==> src/rtl/multichannel_integrator.sv <==
// Time-multiplexed N-channel trapezoidal integrator with one shared multiplier/adder.
// Two-stage pipeline: stage 1 registers the sample, stage 2 updates the channel state.
module multichannel_integrator #(
  parameter int                     NCH      = 4,
  parameter int                     CHW      = 2,
  parameter int                     DW       = 24,
  parameter int                     CW       = 16,
  parameter int                     CF       = 16,
  parameter int                     IW       = DW + CW,
  parameter logic signed [CW-1:0]   KI_RST   = 16'sd98,
  parameter logic signed [IW-1:0]   MAX      = 40'sd412316860416,
  parameter logic signed [IW-1:0]   MIN      = -40'sd412316860416,
  parameter int                     SAT_MODE = 1
) (
  input  logic                  clk,
  input  logic                  rst,
  input  logic                  ce_in,
  input  logic [CHW-1:0]        ch_in,
  input  logic signed [DW-1:0]  sig_in,
  input  logic                  clr_in,
  input  logic                  ki_we,
  input  logic signed [CW-1:0]  ki_in,
  output logic                  ce_out,
  output logic [CHW-1:0]        ch_out,
  output logic signed [DW-1:0]  sig_out,
  output logic                  sat_out
);

  localparam int          SW    = IW + 2;
  localparam int unsigned NCH_U = NCH;

  logic                  ce_buf;
  logic [CHW-1:0]        ch_buf;
  logic signed [DW-1:0]  u_buf;
  logic                  clr_buf;
  logic signed [CW-1:0]  ki;
  logic signed [CW-1:0]  ki_eff;

  logic signed [IW-1:0]  y_mem [NCH];
  logic signed [IW-1:0]  x_mem [NCH];

  logic signed [IW-1:0]  y_cur;
  logic signed [IW-1:0]  x_cur;
  logic signed [IW-1:0]  k;
  logic signed [SW-1:0]  s;
  logic                  ovf_hi;
  logic                  ovf_lo;
  logic signed [IW-1:0]  y_new;
  logic signed [IW-1:0]  x_new;
  logic                  ch_ok;

  assign ch_ok = (32'(ch_in) < NCH_U);

  // Stage 1: sample register; out-of-range channels are dropped here.
  always_ff @(posedge clk or posedge rst) begin
    if (rst) begin
      ce_buf  <= 1'b0;
      ch_buf  <= '0;
      u_buf   <= '0;
      clr_buf <= 1'b0;
    end else begin
      ce_buf  <= ce_in && ch_ok;
      ch_buf  <= ch_in;
      u_buf   <= sig_in;
      clr_buf <= clr_in;
    end
  end

  always_ff @(posedge clk or posedge rst) begin
    if (rst) begin
      ki <= KI_RST;
    end else if (ki_we) begin
      ki <= ki_in;
    end
  end

  // A gain written on this edge already applies to the sample sitting in stage 1.
  assign ki_eff = ki_we ? ki_in : ki;

  always_comb begin
    y_cur  = y_mem[ch_buf];
    x_cur  = x_mem[ch_buf];
    k      = ki_eff * u_buf;
    // Sum is formed two bits wider so a true overflow can never wrap back into range.
    s      = $signed({{2{y_cur[IW-1]}}, y_cur}) + $signed({{2{x_cur[IW-1]}}, x_cur})
           + $signed({{2{k[IW-1]}}, k});
    ovf_hi = s > $signed({{2{MAX[IW-1]}}, MAX});
    ovf_lo = s < $signed({{2{MIN[IW-1]}}, MIN});
    y_new  = s[IW-1:0];
    x_new  = k;
    if (clr_buf) begin
      y_new = '0;
      x_new = '0;
    end else if (ovf_hi || ovf_lo) begin
      if (SAT_MODE != 0) begin
        y_new = ovf_hi ? MAX : MIN;
      end else begin
        y_new = y_cur;
      end
    end
  end

  // Stage 2: channel state update; only the addressed channel is written.
  always_ff @(posedge clk or posedge rst) begin
    if (rst) begin
      for (int unsigned i = 0; i < NCH_U; i++) begin
        y_mem[i] <= '0;
        x_mem[i] <= '0;
      end
    end else if (ce_buf) begin
      y_mem[ch_buf] <= y_new;
      x_mem[ch_buf] <= x_new;
    end
  end

  always_ff @(posedge clk or posedge rst) begin
    if (rst) begin
      ce_out  <= 1'b0;
      ch_out  <= '0;
      sig_out <= '0;
      sat_out <= 1'b0;
    end else begin
      ce_out <= ce_buf;
      if (ce_buf) begin
        ch_out  <= ch_buf;
        sig_out <= y_new[DW+CF-1:CF];
        sat_out <= (ovf_hi || ovf_lo) && !clr_buf;
      end
    end
  end

endmodule

==> config.mk <==
export PLATFORM = sky130hd
export DESIGN_NAME = multichannel_integrator
export DESIGN_NICKNAME = d
export VERILOG_FILES = /design/src/rtl/multichannel_integrator.sv
export SDC_FILE = /design/constraint.sdc
export NUM_CORES = 2
export LEC_CHECK = 0
export CORE_ASPECT_RATIO = 1.4
export CORE_UTILIZATION = 42
export CTS_CLUSTER_DIAMETER = 150
export CTS_CLUSTER_SIZE = 16
export DETAILED_ROUTE_END_ITERATION = 8
export PLACE_DENSITY = 0.65
export SLEW_MARGIN = 15
export SYNTH_ARGS = -nofsm -noshare
export SYNTH_HDL_FRONTEND = slang
export SYNTH_SLANG_ARGS = --single-unit
==> constraint.sdc <==
create_clock -name clk -period 28 [get_ports clk]
set_input_delay 5.6 -clock clk [delete_from_list [all_inputs] [get_ports clk]]
set_output_delay 5.6 -clock clk [all_outputs]
set_load 0.02 [all_outputs]
; ---- Word-level counts from Yosys, hierarchy flattened
; Index checks and enable logic that the tools add are counted.
[totals]
elab_cells = 44
reg_bits = 392
output_inout_bits = 28
[op_classes]
n_reduce_logical = 4
bitwise = 1
n_mul = 1
magnitude_cmp = 4
mux = 15
n_addsub = 2
[ops]
columns = operator, count
row1 = 40-bit two-way mux, 9
row2 = 160-bit bitwise mux, 2
row3 = 40-bit binary-select mux with 2-bit select, 2
row4 = 40-bit demux with 2-bit select, 1
row5 = 41-bit by 40-bit adder with 42-bit output, 1
row6 = "42-bit by 40-bit greater-than comparator with 1-bit output, second input constant", 1
row7 = "42-bit by 40-bit < comparator with 1-bit output, second input constant", 1
row8 = 40-bit by 40-bit adder with 41-bit output, 1
row9 = 16-bit by 24-bit multiplier with 40-bit output, 1
row10 = 16-bit two-way mux, 1
row11 = "3-bit greater-or-equal comparator, second input constant", 1
row12 = "3-bit by 1-bit < comparator with 1-bit output, second input constant", 1
row13 = 2-bit inverter with 3-bit output, 1
row14 = 1-bit logical AND, 2
row15 = 1-bit logical NOT, 1
row16 = 1-bit logical OR, 1

; ---- Longest topological paths before layout
[logic_depth]
word_depth = 11
depth_mapped = 45

; ---- Worst setup path after synthesis
; No wires, ideal clock.
[synth_timing]
path_kind = input-to-reg
from = input ki_we
to = register y_mem[12] (netlist name)
n_path_buf = 7
t_arrival_ps = 15503
path_stages = 43
setup_slack_ps = 12352
cell_sequence = clkbuf_1 -> buf_1 -> mux2_2 -> clkbuf_1 -> nand2_1 -> fa_1 -> inv_1 -> fa_1 -> inv_1 -> fa_1 -> inv_1 -> fa_1 -> fa_1 -> inv_1 -> fa_1 -> inv_1 -> ha_1 -> a21o_1 -> [7 not listed] -> a21oi_1 -> xnor2_1 -> fa_1 -> ha_1 -> buf_2 -> nand4_1 -> nor3_2 -> inv_2 -> o31ai_4 -> o211ai_1 -> and2_1 -> buf_2 -> a211o_1 -> a311o_1 -> a31oi_2 -> buf_4 -> buf_6 -> o41ai_1
[synth_between]
elab_chain_cells = 8
elab_cells_between_ends = 9
cone_classes = add/sub: 1 / mul: 1 / order compare: 2 / mux: 4 / reduce/logical: 1
[synth_lines]
columns = element, line_no
row1 = from (decl), 21  ; input logic ki_we,
row2 = 16-bit two-way mux (*), --
row3 = 16-bit by 24-bit multiplier with 40-bit output (*), 83  ; k = ki_eff * u_buf;
row4 = 41-bit by 40-bit adder with 42-bit output (*), 86  ; + $signed({{2{k[IW-1]}}, k});
row5 = 42-bit by 40-bit greater-than comparator with 1-bit output or 42-bit by 40-bit < comparator with 1-bit output (tied branches), "87, 88"
row6 = 1-bit logical OR, 94  ; end else if (ovf_hi || ovf_lo) begin
row7 = 40-bit two-way mux (*), 94
row8 = 40-bit two-way mux (*), 91  ; if (clr_buf) begin
row9 = 160-bit bitwise mux (*), 111  ; y_mem[ch_buf] <= y_new;
row10 = "to (signal, indexed assignment)", 111
row11 = to (decl), 39  ; logic signed [IW-1:0] y_mem [NCH];
; Every way passes the cells marked *; elsewhere a longest branch is shown, timed or not.
; A chain may end at the register's enable or synchronous reset.

; ---- Worst setup path after layout
[layout_timing]
from = input ki_we
to = register y_mem[50] (netlist name)
; The elaborated chain is that of the path after synthesis.

==> impl_metrics.ini <==
[clock_tree]
clockRootBuffer = clkbuf_16
cts.sinks = 392
numCtsBuffers = 28
cts_max_level = 1
worstSkewPairLatency_ns = 0.60
cts_tree = done
post-cts-setup-buffers = 0
hold_buffers = 0
clockBufferDepth = 3
cts_resized = 0
path_clk_slew_ns = 0.07

[sta]
timing.setup.tns_ns = 0
fin_crit_sh_pct = 67.8
setup_ws_ns = 9.03
max_freq_ghz = 0.0527
skew_ns = 0.0293
final-hold-violation-count = 0
fin_crit_ns = 18.97
slew_violations = 0
relSlewSlack_pct = 20.9
hold_ws_ns = 0.473
tightestPinTransition_ns = 1.19
rsz0062_at_grt = false
finalSetupViolations = 0

[finish]
n_antenna_cell = 0
fillCellCount = 7664
area_growth_pct = 6.21
nets = 3985
drive_above_1_share_pct = 8.48
multiInputGateArea_sq_um = 22200
regArea_sq_um = 9820

[floorplanning]
floorplan.initialDensity_pct = 42.7
rows = 124
die-area_sq_um = 84600
design.core.area_sq_um = 82100
num_io_pins = 75
die_h_microns = 344
die_w_microns = 246

[grt]
grt_use_met1_pct = 27.8
grt_use_met2_pct = 35.4
grtUsageMet3_pct = 1.70
grt_overflow = 0
first_global_vias = 25900
grt_max_degree = 170
track_usage_pct = 20.6
top_usage_layer = met2
antenna_found_initial = 0
grt_pass1_wl_microns = 140000

[synthesis]
yosysTopAreaCell = dfrtp_1
synth_top_cell_area_share_pct = 27.8
ys_types = 84
syn_area_per_cell_sq_um = 10.1
synth_area_leaders = dfrtp_1 (28%), fa_1 (24%), nand2_1 (6.5%), inv_1 (6.0%), mux4_2 (5.1%)
async_reset_ff_share_pct = 100
dominantRegCellSynth = dfrtp_1
ys_ff_latch = 392
syn_area_sq_um = 35000
ys_seq_area_share_pct = 28.0
synth_common_cells = nand2_1 (610), inv_1 (560), fa_1 (415)
synth_most_common_cell = nand2_1
synth_edf_count = 0
syn_nets = 4079
syn_inst = 3479
synth_warnings = 0

[worst_setup_path]
startpoint_type = primary input
cp_slowest_stage_delay_ns = 1.15
cp_max_fo = 75
critPathTopFamily = adder cells
critPathArrivalTime_ns = 19.39
criticalPathCategory = primary input to flip-flop
rrSetupSlack_ns = 14.92
crit_slowest_cell = clkdlybuf4s50_1
cp.required_ns = 28.42
path_buf_inv = 7
end_kind = flip-flop
cpMostUsedCell = fa_1

[routing]
drc_errors = 0
drt-total-wl_microns = 83500
antenna_left = 0
avgViaCountPerCell = 5.44
drt_iter0_markers = 1499
wire_per_inst_microns = 18.7
vias = 24300
drt_pass1_iterations = 5

[outcome]
outcome = complete, no violations

[worst_hold_path]
hp-class = flip-flop to flip-flop

[place]
routabilityCongestion = 0.919
port_buffers = 74
place_hpwl_microns = 61400
pre_cts_ws_ns = 8.54

[flow_run]
drv_cap = 0
-- final cells by class --
| cell class | instances | share of cell area (%) |
|---|---|---|
| multi-input combinational | 2306 | 59.6 |
| sequential | 392 | 26.4 |
| inverter | 561 | 5.68 |
| tap | 1071 | 3.60 |
| timing repair buffer | 96 | 2.47 |
| clock buffer | 41 | 2.07 |
| clock inverter | 2 | 0.161 |
-- path summary, 6_finish.rpt --
kind	from	to	cells after the start
max in group asynchronous	rst	ki[13]$_DFF_PP0_	5
min	y_mem[55]$_DFFE_PP0P_	y_mem[55]$_DFFE_PP0P_	2
min reg2reg	y_mem[55]$_DFFE_PP0P_	y_mem[55]$_DFFE_PP0P_	2
max reg2reg	ki[1]$_DFF_PP1_	y_mem[50]$_DFFE_PP0P_	35
min in group asynchronous	rst	ch_buf[0]$_DFF_PP0_	2
max	ki_we	y_mem[50]$_DFFE_PP0P_	37
-- metal layers --
metal,vias to the layer above,wire [microns]
met5,-,0
met4,0,2320
met3,146,3040
met2,532,42000
met1,12400,36200
li1,11200,-
-- logic make-up (layout without fill, tap and decap cells) --
group / Yosys count / count (layout) / synth area share, %
AND/OR/NAND/NOR: 970 / 970 / 12.7
XOR/XNOR: 73 / 73 / 1.91
AO/OA/AOI/OAI: 609 / 609 / 14.2
buffers and inverters: 781 / 700 / 8.78
adder cells (fa/ha/maj): 553 / 553 / 28.7
flip-flops: 392 / 392 / 28.0
multiplexers: 101 / 101 / 5.80
-- worst min-delay path, stage by stage (launching register included) --
cell and delay (ns):
dfrtp_1 0.34, nand2_1 0.05, o41ai_1 0.05
-- state kept, by name, indices dropped and copies added (netlist names) --
register and cells:
sig_out 24, x_mem 160, y_mem 160, ch_out 2
ki 16, ch_buf 2, ce_buf 1, sat_out 1
clr_buf 1, ce_out 1, u_buf 24
-- layout by cell type (no fill, tap or decap), types with 9 or more instances in the layout --
cell	instances
o41ai_2	85
ha_1	138
a22o_1	10
o21a_1	16
a31oi_1	9
nor2b_1	29
or3_1	10
buf_4	21
clkbuf_1	12
mux2_2	16
and3_1	11
dfrtp_1	386
fa_1	415
nand2_1	610
a211oi_1	9
o21ai_0	167
clkdlybuf4s50_1	74
xnor2_1	47
o31ai_1	41
xor2_1	22
a21oi_1	69
inv_1	559
clkbuf_16	29
a21o_1	27
nor3_1	12
mux4_2	80
o41ai_1	89
and4_1	10
nor2_1	57
and2_1	133
nand2b_1	18
or2_2	14
nand4_1	12
nand3_1	23
-- metrics by stage --
| step | std cells | util [%] | cell area [sq um] |
|---|---|---|---|
| 5_1_grt | 4469 | 45.3 | 37200 |
| 6_report | 4469 | 45.3 | 37200 |
| 4_1_cts | 4469 | 45.3 | 37200 |
| 3_5_place_dp | 4426 | 44.3 | 36400 |
| 3_3_place_gp | 4426 | 44.3 | 36400 |
| 2_1_floorplan | 3479 | - | 35000 |
Power is not shown: default switching activity piles up to over one toggle a cycle in this logic, so the estimate is an artifact.
